==> config.mk <==
export PLATFORM = sky130hd
export DESIGN_NAME = tick_sequencer_flat
export DESIGN_NICKNAME = d
export VERILOG_FILES = /design/src/rtl/tick_sequencer_if.sv /design/src/rtl/tick_sequencer.sv /design/src/flat_wrapper.sv
export SDC_FILE = /design/constraint.sdc
export NUM_CORES = 1
export LEC_CHECK = 0
export BUFFER_PORTS_ARGS = -buffer_cell sky130_fd_sc_hd__buf_4
export CAP_MARGIN = 30
export CORE_AREA = 2 2 39 41
export CTS_CLUSTER_SIZE = 30
export DETAILED_ROUTE_END_ITERATION = 16
export DIE_AREA = 0 0 41 43
export GPL_TIMING_DRIVEN = 0
export PLACE_DENSITY = 0.39
export SLEW_MARGIN = 20
export SYNTH_ARGS = -nofsm -noshare
export SYNTH_HDL_FRONTEND = slang
export SYNTH_SLANG_ARGS = --single-unit
==> constraint.sdc <==
create_clock -name clk -period 2 [get_ports clk]
set_input_delay 0.2 -clock clk [delete_from_list [all_inputs] [get_ports clk]]
set_output_delay 0.2 -clock clk [all_outputs]
set_load 0.05 [all_outputs]
==> src/rtl/tick_sequencer_if.sv <==
// Handshake bundle between the generation-tick timer and its consumers.
// The timer sits on the slave modport, and the controller or bench sits on the master modport.
interface tick_sequencer_if #(
    parameter int W = 3
);
    logic         ena;
    logic         mode;
    logic         start;
    logic [W-1:0] tick_out;
    logic         tick_strobe;
    logic         wrap;
    logic         busy;

    modport master (
        output ena, mode, start,
        input  tick_out, tick_strobe, wrap, busy
    );

    modport slave (
        input  ena, mode, start,
        output tick_out, tick_strobe, wrap, busy
    );
endinterface

==> src/rtl/tick_sequencer.sv <==
// Generation-tick timer for the life array. It counts 0..N_TICKS-1 once every PRESCALE enabled cycles.
// It runs free or as a one-shot pass, and it emits registered tick and wrap strobes.
module tick_sequencer #(
    parameter int N_TICKS  = 8,
    parameter int W        = $clog2(N_TICKS),
    parameter int PRESCALE = 1
) (
    input  logic            clk,
    input  logic            rst,
    tick_sequencer_if.slave bus
);

    localparam int PW = (PRESCALE > 1) ? $clog2(PRESCALE) : 1;

    typedef enum logic {
        IDLE = 1'b0,
        RUN  = 1'b1
    } state_t;

    state_t          state;
    state_t          state_nxt;
    logic [W-1:0]    tick_q;
    logic [PW-1:0]   pre_cnt;
    logic            strobe_q;
    logic            wrap_q;
    logic            busy;
    logic            run;
    logic            last_pre;
    logic            last_tick;
    logic            step;

    // One-shot pass state. In free-run mode it falls back to IDLE.
    // NOTE: sequential state uses non-blocking assignments, so every flop samples pre-edge values.
    always_ff @(posedge clk) begin
        if (rst) state <= IDLE;
        else     state <= state_nxt;
    end

    // NOTE: each combinational output gets a default first, so no path infers a latch.
    always_comb begin
        state_nxt = state;
        unique case (state)
            IDLE: if (bus.mode && bus.start) state_nxt = RUN;
            RUN: begin
                if (!bus.mode)
                    state_nxt = IDLE;
                else if (step && last_tick)
                    state_nxt = bus.start ? RUN : IDLE;
            end
            default: state_nxt = IDLE;
        endcase
    end

    always_comb begin
        busy      = (state == RUN);
        run       = bus.ena && (!bus.mode || busy);
        last_pre  = (pre_cnt == PW'(PRESCALE - 1));
        last_tick = (tick_q == W'(N_TICKS - 1));
        step      = run && last_pre;
    end

    // The tick wraps explicitly at N_TICKS-1, so a non-power-of-two count never passes through an illegal value.
    always_ff @(posedge clk) begin
        if (rst) begin
            tick_q   <= '0;
            pre_cnt  <= '0;
            strobe_q <= 1'b0;
            wrap_q   <= 1'b0;
        end else begin
            strobe_q <= step;
            wrap_q   <= step && last_tick;
            if (run)
                pre_cnt <= last_pre ? '0 : pre_cnt + 1'b1;
            if (step)
                tick_q <= last_tick ? '0 : tick_q + 1'b1;
        end
    end

    assign bus.tick_out    = tick_q;
    assign bus.tick_strobe = strobe_q;
    assign bus.wrap        = wrap_q;
    assign bus.busy        = busy;

endmodule

==> src/flat_wrapper.sv <==
// flat-port wrapper written by rule: the top's interface ports become plain ports
module tick_sequencer_flat 
#(
    parameter int N_TICKS  = 8,
    parameter int W        = $clog2(N_TICKS),
    parameter int PRESCALE = 1
)
  (clk, rst, bus_ena, bus_mode, bus_start, bus_tick_out, bus_tick_strobe, bus_wrap, bus_busy);
  tick_sequencer_if #(.W(W)) bus_i ();
  input  logic clk;
  input  logic rst;
  input wire logic [$bits(bus_i.ena)-1:0] bus_ena;
  input wire logic [$bits(bus_i.mode)-1:0] bus_mode;
  input wire logic [$bits(bus_i.start)-1:0] bus_start;
  output wire logic [$bits(bus_i.tick_out)-1:0] bus_tick_out;
  output wire logic [$bits(bus_i.tick_strobe)-1:0] bus_tick_strobe;
  output wire logic [$bits(bus_i.wrap)-1:0] bus_wrap;
  output wire logic [$bits(bus_i.busy)-1:0] bus_busy;
  assign bus_i.ena = bus_ena;
  assign bus_i.mode = bus_mode;
  assign bus_i.start = bus_start;
  assign bus_tick_out = bus_i.tick_out;
  assign bus_tick_strobe = bus_i.tick_strobe;
  assign bus_wrap = bus_i.wrap;
  assign bus_busy = bus_i.busy;
  tick_sequencer #(.N_TICKS(N_TICKS), .W(W), .PRESCALE(PRESCALE)) u_core (.clk(clk), .rst(rst), .bus(bus_i));
endmodule
==> summary.md <==
| Metric | Value |
|---|---|
| Status | finished, final reports clean |
| Die W | 41 µm |
| Pin count of the biggest net entering global routing | 7 |
| Post_cts resized | 0 |
| Crit path required time | 2.18 ns |
| Layout area overhead | 48.2% |
| Ports | 11 |
| Cell count after synthesis | 26 |
| I/O Buffers | 10 |
| Row cnt | 14 |
| Ys Warns | 0 |
| Clock Latency Late Sink | 0.24 ns |
| Top routing layer in use | met4 |
| Core Area | 1380 µm² |
| Final #Nets | 48 |
| Crit-path cells | ha_1 > ha_1 > or4_1 > a21oi_1 |
| Post-Synth Simple-Gate Area | 0.246 |
| Mapped Area | 244 µm² |
| DIE AREA | 1760 µm² |
| Mux cell area share after synthesis | 0 |
| Syn_area_per_cell | 9.38 µm² |
| Most common cell on crit path | ha_1 |
| Via count | 232 |
| Max-cap viol count | 0 |
| CTS Buf Count | 3 |
| Worst vdd ir | 0.000205 V |
| Final hold violations | 0 |
| Crit path max fanout | 4 |
| Final setup skew | 0.00644 ns |
| Root Buffer | clkbuf_4 |
| First-pass GRT wire length | 910 µm |
| Hold Buf Count CTS | 0 |
| Final instance area | 362 µm² |
| Seq/Total Area, Yosys | 0.492 |
| N_diodes | 0 |
| Tmin final | 1.44 ns |
| M1 wire length | 251 µm |
| Fmax | 694 MHz |
| Final Non-Filler Cells | 55 |
| CP arrival | 1.62 ns |
| PD cells | 780 nW/µm² |
| Detailed-placement wirelength estimate | 415 µm |
| Metal3 WL | 45 µm |
| Post-detailed-route count of antenna-violating nets | 0 |
| XOR/XNOR Fraction of Synth Area | 0 |
| Post-CTS Setup Bufs | 0 |
| Drc violations | 0 |
| CP Launch Type | register |
| Final wirelength | 525 µm |
| Iter 0 DRT Violations | 4 |
| Starting density of the core | 0.176 |
| Relative slew slack | 0.864 |
| CTS tree | done |
| Total global-route track usage | 0.0823 |
| CP peak stage delay | 0.49 ns |
| Clock Sink Count | 6 |
| Adder-cell share of the synthesized area | 0.103 |
| Post-synth cell types | 13 |
| R2R Setup Slk | 0.56 ns |
| Mapped Nets | 33 |
| Share of the synthesized area in the top cell type | 0.492 |
| Tcrit/Tclk final | 0.720 |
| Clk pin slew, worst setup/hold paths | 0.05 ns |
| Largest family of logic cells by synthesized area | simple AND/OR/NAND/NOR gates |
| Total Neg Setup Slack | 0 ns |
| Leading area contributor after synthesis | dfxtp_1 |
| Slew Viols, Final | 0 |
| Setup repair after global routing missed its margin | false |
| Chip height | 43 µm |
| Number of global-route vias before repair | 218 |
| Worst Path Class, Setup | register to register |
| Routed met2 length | 219 µm |
| Final setup violation count | 0 |
| Ranking of synthesized cells by area | dfxtp_1, ha_1, a21oi_1 |
| Vias/cell | 4.22 |
| Drt wl/cell | 9.55 µm |
| Slowest-stage cell, CP | or4_1 |
| Dpl cells | 52 |
| Static leakage | 0.000163 µW |
| Routability cong. | 0.668 |
| Register bit total from synthesis | 6 |
| CTS H-tree depth | 1 |
| Global route overflow | 0 |
| DR pass1 iterations | 4 |
| Initial antenna violation count | 0 |
| Hold Path Class | input port to register |
| Slew @ Worst Pin | 0.203 ns |
| Placed cell area | 339 µm² |
| Crit. End Element | register |
| CTS Buffer Depth | 2 |
| Post-synthesis compound-gate area fraction | 0.144 |
| Layout cell share with drive strength beyond 1 | 0.359 |
-- final cells by class --
type,instances,area [µm²]
Clock buffer,3,22.5
Sequential cell,6,120
Inverter,1,3.75
Fill cell,162,1020
Timing Repair Buffer,10,75.1
Tap cell,16,20.0
Multi-Input combinational cell,19,120
-- metal layers --
metal | up-vias | GRT usage
met2 | 10 | 0.0875
met4 | 0 | 0.0800
met5 | - | 0
li1 | 120 | -
met3 | 2 | 0.0471
met1 | 100 | 0.106
-- flip-flops by register name, summed over array words and instances (netlist names) --
signal,flops
u_core.bus.tick_out,3
u_core.bus.busy,1
u_core.bus.wrap,1
u_core.bus.tick_strobe,1
-- cell usage in the layout, fill, tap and decap left out --
cell type  count
ha_1           2
dfxtp_1        6
clkbuf_4       3
inv_2          1
nor2_1         1
o21ai_0        3
nor3b_1        2
nand2_1        2
nand2b_1       1
nor2b_1        1
or4_1          1
a21oi_1        4
nand3_1        1
buf_4         10
nand4b_1       1
-- per-stage QoR --
step	worst slack [ns]	util	hold slack, ns	total power, µW
after floorplan	0.420	-	0.269	155
after global placement	0.611	0.245	0.415	173
after detailed placement	0.567	0.245	0.414	174
after CTS	0.555	0.261	0.149	288
after global routing	0.492	0.261	0.154	301
final	0.560	0.261	0.159	282
-- critical path, delay by kind of cell, from the launching register on --
kind                       cells  cell delay (ns)
and+or+nand+nor                1             0.49
adders and majority gates      2             0.43
DFF                            1             0.33
AOI/OAI and AO/OA              1             0.13
-- cell usage after synthesis --
cell type,count
ha_1,2
dfxtp_1,6
a21oi_1,4
nor2b_1,1
nor2_1,1
nand3_1,1
nand2b_1,1
inv_2,1
o21ai_0,3
nor3b_1,2
or4_1,1
nand2_1,2
nand4b_1,1
-- report_power, final --
| part | switching, µW | total [µW] | internal, µW |
|---|---|---|---|
| logic | 27.3 | 43.3 | 16.0 |
| registers | 3.29 | 128 | 124 |
| clock network | 43.4 | 111 | 67.9 |
-- cell families after synthesis --
family,after synthesis
compound gates,7
fa+ha+maj,2
buf+inv,1
flops,6
simple gates,10
-- worst paths after layout --
kind	start	to	depth (start not counted)
worst min register to register	u_core.bus.tick_out[2]$_SDFFE_PP0N_	u_core.bus.tick_out[2]$_SDFFE_PP0N_	2
worst max register to register	u_core.bus.tick_out[0]$_SDFFE_PP0N_	u_core.bus.tick_out[0]$_SDFFE_PP0N_	4
worst min-delay path	rst	u_core.bus.tick_out[0]$_SDFFE_PP0N_	2
worst max-delay path	u_core.bus.tick_out[0]$_SDFFE_PP0N_	u_core.bus.tick_out[0]$_SDFFE_PP0N_	4
Power figures use the tool's default switching activity.
